<file path="src/rtl/csr_unit.sv">
// Machine-mode CSR file: RW/RS/RC access, trap entry and mret, timer interrupt, illegal-access flag.
// Optional 64-bit mcycle/minstret counters are built when CSR_COUNTERS_EN is defined.
module csr_unit #(
  parameter int DATA_WIDTH = 32,
  parameter int HART_ID = 0,
  parameter logic [DATA_WIDTH-1:0] MTVEC_RESET = '0
) (
  input  logic                  clk,
  input  logic                  rst,
  input  logic [1:0]            csr_op,
  input  logic [11:0]           csr_addr,
  input  logic [DATA_WIDTH-1:0] csr_src,
  output logic [DATA_WIDTH-1:0] csr_rdata,
  output logic                  csr_illegal,
  input  logic                  trap_valid,
  input  logic [DATA_WIDTH-1:0] trap_cause,
  input  logic [DATA_WIDTH-1:0] trap_epc,
  output logic [DATA_WIDTH-1:0] trap_vector,
  input  logic                  mret,
  output logic [DATA_WIDTH-1:0] mret_target,
  input  logic                  irq_timer,
  output logic                  irq_pending,
  input  logic                  instret_inc
);

  localparam int W = DATA_WIDTH;
  typedef logic [W-1:0] word_t;

  localparam logic [1:0] OP_NONE = 2'b00;
  localparam logic [1:0] OP_RW   = 2'b01;
  localparam logic [1:0] OP_RS   = 2'b10;
  localparam logic [1:0] OP_RC   = 2'b11;

  localparam logic [11:0] A_MSTATUS  = 12'h300;
  localparam logic [11:0] A_MIE      = 12'h304;
  localparam logic [11:0] A_MTVEC    = 12'h305;
  localparam logic [11:0] A_MSCRATCH = 12'h340;
  localparam logic [11:0] A_MEPC     = 12'h341;
  localparam logic [11:0] A_MCAUSE   = 12'h342;
  localparam logic [11:0] A_MIP      = 12'h344;
  localparam logic [11:0] A_MHARTID  = 12'hF14;
  localparam logic [11:0] A_MCYCLE    = 12'hB00;
  localparam logic [11:0] A_MINSTRET  = 12'hB02;
  localparam logic [11:0] A_MCYCLEH   = 12'hB80;
  localparam logic [11:0] A_MINSTRETH = 12'hB82;

  localparam word_t HART_VAL = word_t'(HART_ID);

  // Only modes 00 (direct) and 01 (vectored) are legal; anything else becomes direct.
  function automatic word_t mtvec_legal(input word_t v);
    word_t r;
    r = v;
    if (v[1:0] != 2'b01) r[1:0] = 2'b00;
    return r;
  endfunction

  logic  mst_mie, mst_mpie, mie_mtie, mtip_q;
  word_t mtvec_q, mscratch_q, mepc_q, mcause_q;

`ifdef CSR_COUNTERS_EN
  logic [63:0] mcycle_q, minstret_q;
`endif

  logic  known, read_only, wr_attempt, wr_en;
  word_t wdata;

  always_comb begin
    csr_rdata = '0;
    known     = 1'b1;
    read_only = 1'b0;
    case (csr_addr)
      A_MSTATUS: begin
        csr_rdata[3]     = mst_mie;
        csr_rdata[7]     = mst_mpie;
        csr_rdata[12:11] = 2'b11;
      end
      A_MIE:      csr_rdata[7] = mie_mtie;
      A_MTVEC:    csr_rdata = mtvec_q;
      A_MSCRATCH: csr_rdata = mscratch_q;
      A_MEPC:     csr_rdata = mepc_q;
      A_MCAUSE:   csr_rdata = mcause_q;
      A_MIP: begin
        csr_rdata[7] = mtip_q;
        read_only    = 1'b1;
      end
      A_MHARTID: begin
        csr_rdata = HART_VAL;
        read_only = 1'b1;
      end
`ifdef CSR_COUNTERS_EN
      A_MCYCLE:   csr_rdata = word_t'(mcycle_q);
      A_MINSTRET: csr_rdata = word_t'(minstret_q);
      A_MCYCLEH: begin
        if (W == 32) csr_rdata = word_t'(mcycle_q >> 32);
        else known = 1'b0;
      end
      A_MINSTRETH: begin
        if (W == 32) csr_rdata = word_t'(minstret_q >> 32);
        else known = 1'b0;
      end
`endif
      default: known = 1'b0;
    endcase
  end

  // RS/RC with a zero source is a pure read and never modifies state.
  always_comb begin
    wr_attempt  = (csr_op == OP_RW) || (csr_src != '0);
    csr_illegal = (csr_op != OP_NONE) && (!known || (read_only && wr_attempt));
    wr_en       = (csr_op != OP_NONE) && wr_attempt && known && !read_only && !trap_valid;
    case (csr_op)
      OP_RW:   wdata = csr_src;
      OP_RS:   wdata = csr_rdata | csr_src;
      OP_RC:   wdata = csr_rdata & ~csr_src;
      default: wdata = csr_rdata;
    endcase
  end

  always_comb begin
    trap_vector = mtvec_q & ~word_t'(3);
    if (mtvec_q[1:0] == 2'b01 && trap_cause[W-1])
      trap_vector = trap_vector + (word_t'({1'b0, trap_cause[W-2:0]}) << 2);
  end

  assign mret_target = mepc_q;
  assign irq_pending = mst_mie & mie_mtie & mtip_q;

  always_ff @(posedge clk) begin
    if (rst) begin
      mst_mie    <= 1'b0;
      mst_mpie   <= 1'b0;
      mie_mtie   <= 1'b0;
      mtip_q     <= 1'b0;
      mtvec_q    <= MTVEC_RESET;
      mscratch_q <= '0;
      mepc_q     <= '0;
      mcause_q   <= '0;
    end else begin
      mtip_q <= irq_timer;
      if (trap_valid) begin
        mepc_q   <= trap_epc & ~word_t'(3);
        mcause_q <= trap_cause;
        mst_mpie <= mst_mie;
        mst_mie  <= 1'b0;
      end else if (wr_en) begin
        case (csr_addr)
          A_MSTATUS: begin
            mst_mie  <= wdata[3];
            mst_mpie <= wdata[7];
          end
          A_MIE:      mie_mtie   <= wdata[7];
          A_MTVEC:    mtvec_q    <= mtvec_legal(wdata);
          A_MSCRATCH: mscratch_q <= wdata;
          A_MEPC:     mepc_q     <= wdata & ~word_t'(3);
          A_MCAUSE:   mcause_q   <= wdata;
          default: ;
        endcase
      end else if (mret) begin
        mst_mie  <= mst_mpie;
        mst_mpie <= 1'b1;
      end
    end
  end

`ifdef CSR_COUNTERS_EN
  logic [63:0] wd64;
  logic cyc_lo_we, cyc_hi_we, ins_lo_we, ins_hi_we;

  always_comb begin
    wd64      = 64'(wdata);
    cyc_lo_we = wr_en && (csr_addr == A_MCYCLE);
    cyc_hi_we = wr_en && (csr_addr == A_MCYCLEH);
    ins_lo_we = wr_en && (csr_addr == A_MINSTRET);
    ins_hi_we = wr_en && (csr_addr == A_MINSTRETH);
  end

  // A write to either half replaces it and skips that cycle's increment.
  always_ff @(posedge clk) begin
    if (rst) begin
      mcycle_q   <= '0;
      minstret_q <= '0;
    end else begin
      if (cyc_lo_we)
        mcycle_q <= (W == 32) ? {mcycle_q[63:32], wd64[31:0]} : wd64;
      else if (cyc_hi_we)
        mcycle_q <= {wd64[31:0], mcycle_q[31:0]};
      else
        mcycle_q <= mcycle_q + 64'd1;

      if (ins_lo_we)
        minstret_q <= (W == 32) ? {minstret_q[63:32], wd64[31:0]} : wd64;
      else if (ins_hi_we)
        minstret_q <= {wd64[31:0], minstret_q[31:0]};
      else if (instret_inc)
        minstret_q <= minstret_q + 64'd1;
    end
  end
`else
  logic unused_instret;
  assign unused_instret = instret_inc;
`endif

endmodule

</file>
<file path="config.mk">
export PLATFORM = sky130hd
export DESIGN_NAME = csr_unit
export DESIGN_NICKNAME = d
export VERILOG_FILES = /design/src/rtl/csr_unit.sv
export SDC_FILE = /design/constraint.sdc
export NUM_CORES = 1
export LEC_CHECK = 0
export BUFFER_PORTS_ARGS = -buffer_cell sky130_fd_sc_hd__buf_4
export CORE_MARGIN = 2
export CORE_UTILIZATION = 35
export DETAILED_ROUTE_END_ITERATION = 7
export SLEW_MARGIN = 25
export SYNTH_ARGS = -nofsm -noshare
export SYNTH_HDL_FRONTEND = slang
export SYNTH_SLANG_ARGS = --single-unit
</file>
<file path="constraint.sdc">
create_clock -name clk -period 7.14 [get_ports clk]
set_clock_uncertainty 0.15 [all_clocks]
set_input_delay 0.714 -clock clk [delete_from_list [all_inputs] [get_ports clk]]
set_output_delay 0.714 -clock clk [all_outputs]
set_load 0.03 [all_outputs]
</file>
==> impl_metrics.env <==
export IMPL_n_fill_cell=2634
export IMPL_synthTopCellsByArea="dfxtp_1 28%, a221oi_1 8.8%, nand2_1 8.6%"
export IMPL_drv_cap=0
export IMPL_crit_path_top_delay_cell="a311o_1"
export IMPL_port_buffers=206
export IMPL_route_met3_wl_um=3280
export IMPL_h_tree_depth=4
export IMPL_multi_input_area_sq_um=5910
export IMPL_antenna_found_initial=3
export IMPL_crit_path_frequent_cell="buf_4"
export IMPL_routed_top_layer="met5"
export IMPL_totalWireLength_um=36500
export IMPL_whs_path_depth=2
export IMPL_crit_fanout=5
export IMPL_dieArea_sq_um=27600
export IMPL_met2WireLength_um=16500
export IMPL_yosysSeqAreaShare=0.283
export IMPL_grt_pass1_vias=9623
export IMPL_synthesis_area_sq_um=9190
export IMPL_dr_total_vias=10000
export IMPL_r2r_slack_ns=4.43
export IMPL_max_slew_margin=0.336
export IMPL_cp_cell_sequence="buf_4, ha_1, inv_1, fa_1, nor2b_4, or4_4, a311o_1, a211oi_4, o21ai_2, a41oi_2, nor4_1, or3_1, buf_4"
export IMPL_run_status="finished, final reports clean"
export IMPL_io_pins=214
export IMPL_r2r_start="mtvec_q[7]"
export IMPL_cts_root_buf="clkbuf_16"
export IMPL_critPathMaxStageDelay_ns=0.45
export IMPL_worst_slew_pin_slew_ns=0.996
export IMPL_endpoint_kind="output pin"
export IMPL_synth_edf_count=0
export IMPL_finalPower_w=0.00191
export IMPL_avgSynthCellArea_sq_um=7.74
export IMPL_area_growth_synth_to_final_pct=24.8
export IMPL_final_hold_viol_count=0
export IMPL_wl_per_cell_um=21.8
export IMPL_wl_met1_um=15900
export IMPL_fin_cells=1675
export IMPL_p_per_area_nw_per_um2=166
export IMPL_crit_type="primary input to output pin"
export IMPL_cts_buffers=17
export IMPL_rr_worst_depth=8
export IMPL_crit_arrival_ns=3.72
export IMPL_dp_cells=1641
export IMPL_clk_pin_slew_worst_paths_ns=0.07
export IMPL_gp_congestion=0.891
export IMPL_fmax_ghz=0.218
export IMPL_cts_sinks=130
export IMPL_die_width_um=166
export IMPL_critPathTopFamily="compound AO/OA/AOI/OAI gates"
export IMPL_start_util=0.355
export IMPL_setup_violations=0
export IMPL_nets=1472
export IMPL_grt_usage=0.258
export IMPL_ys_async_sr_fraction=0
export IMPL_cts_tree="yes"
export IMPL_synth_top_flop_cell="dfxtp_1"
export IMPL_cts_buffer_depth=2
export IMPL_synth_seq_cells=130
export IMPL_grt_start_max_net_pins=97
export IMPL_layout_drive_gt1_share=0.218
export IMPL_clk_latency_ns=0.43
export IMPL_netlist_instances=1188
export IMPL_worst_slack_ns=2.55
export IMPL_period_needed_ns=4.59
export IMPL_yosysMostFrequentCell="nand2_1"
export IMPL_core_sq_um=25900
export IMPL_cts_hold_fix_buffers=0
export IMPL_firstDrtPassIters=6
export IMPL_post_cts_repair_setup_buffers=0
export IMPL_min_to="mscratch_q[22]"
export IMPL_fp_dieH_um=166
export IMPL_rsz0062_at_grt="false"
export IMPL_initialDrtViolationCount=950
export IMPL_synth_common_cells="210 x nand2_1, 130 x dfxtp_1, 118 x a21oi_1"
export IMPL_cp_buffers_inverters=3
export IMPL_ff_latch_area_sq_um=2600
export IMPL_preCtsSetupSlack_ns=2.56
export IMPL_yosys_area_top_type="dfxtp_1"
export IMPL_drcViolationCount=0
export IMPL_critPathLaunchType="primary input"
export IMPL_yosysWarnings=0
export IMPL_critPathRequiredTime_ns=6.28
export IMPL_row_count=59
export IMPL_fin_hold_ws_ns=0.348
export IMPL_drv_slew=0
export IMPL_hold_class="flop to flop"
export IMPL_synth_top_cell_area_share=0.283
export IMPL_viasPerCell=6.00
export IMPL_grt_pass1_wl_um=56000
export IMPL_grt_remaining_overflow=0
export IMPL_hpwl_um=24700
export IMPL_antenna_left=0
export IMPL_rr_endpoint="mst_mpie"
export IMPL_leakagePower_nw=4.69
export IMPL_fin_setup_tns_ns=0
export IMPL_cts_resized=0
export IMPL_synth_cell_type_count=77
export IMPL_ir_drop_mv=0.147
export IMPL_final_period_utilization=0.643
export IMPL_hp_start="mscratch_q[22]"
-- layout make-up --
type | instances | area share
Antenna cell | 1 | 0.000218
Tap cell | 335 | 0.0365
Timing Repair Buffer | 220 | 0.148
Multi-Input combinational cell | 881 | 0.516
Sequential cell | 130 | 0.227
Clock buffer | 18 | 0.0374
Clock inverter | 14 | 0.0107
Inverter | 76 | 0.0249
-- metrics by stage --
step / area (sq um) / util
final: 11500 / 0.443
after global routing: 11500 / 0.443
after CTS: 11400 / 0.441
after global placement: 10800 / 0.419
after detailed placement: 10900 / 0.420
after floorplan: 9200 / -
-- layer usage --
layer,track usage,up-vias
met5,0,-
met4,0.0934,4
met3,0.0543,61
met2,0.401,518
met1,0.353,4801
li1,-,4663
-- how the worst max path moves through the flow --
stage | start | end | slack [ns] | cells past startpoint
after floorplan | trap_cause[0] | trap_vector[24] | 2.85 | 11
after detailed placement | trap_cause[0] | trap_vector[30] | 2.56 | 13
after global routing | mtvec_q[2] | trap_vector[28] | 2.39 | 12
after CTS | trap_cause[0] | trap_vector[30] | 2.55 | 13
after global placement | trap_cause[0] | trap_vector[30] | 2.59 | 13
final | trap_cause[0] | trap_vector[30] | 2.55 | 13
-- state kept, by name, indices dropped and copies added, names as in the netlist --
register	count
mst_mpie	1
mtip_q	1
mscratch_q	32
mcause_q	32
mtvec_q	32
mret_target	30
mie_mtie	1
mst_mie	1
-- where the power goes --
| group | total (W) | switching, W | internal [W] |
|---|---|---|---|
| logic | 0.000292 | 0.000174 | 0.000118 |
| clock network | 0.000844 | 0.000388 | 0.000456 |
| registers | 0.000773 | 0.0000221 | 0.000750 |
| total | 0.00191 | 0.000584 | 0.00132 |
-- logic make-up after synthesis --
logic type,synth area share
DFF,0.283
muxes,0.0417
adders and majority gates,0.0417
other,0.000408
AOI/OAI and AO/OA,0.320
xor gates and xnor gates,0.0467
and+or+nand+nor,0.185
buffers and inverters,0.0807
-- cells in the final DEF, fill, tap and decap left out, types with 17 or more instances in the layout --
| master | synthesis | final |
|---|---|---|
| inv_1 | 76 | 76 |
| dfxtp_1 | 130 | 130 |
| buf_4 | 10 | 217 |
| mux2i_1 | 36 | 36 |
| clkbuf_16 | 0 | 17 |
| o21ai_0 | 35 | 35 |
| a221oi_1 | 92 | 92 |
| ha_1 | 29 | 29 |
| xnor2_1 | 39 | 39 |
| a221o_1 | 27 | 27 |
| a22oi_1 | 25 | 25 |
| nor2_1 | 47 | 47 |
| a22o_1 | 28 | 28 |
| a21oi_1 | 118 | 118 |
| nand2_1 | 210 | 208 |
-- worst reg2reg max path, cell delays in order (launching register included) --
cell and delay [ns]:
dfxtp_1 0.50, mux2i_1 0.12, o21ai_0 0.23, a32oi_1 0.14
o311ai_0 0.28, a21boi_0 0.67, nor3_1 0.07, or3_1 0.32
a21oi_1 0.15
(Power assumes the default switching activity.)
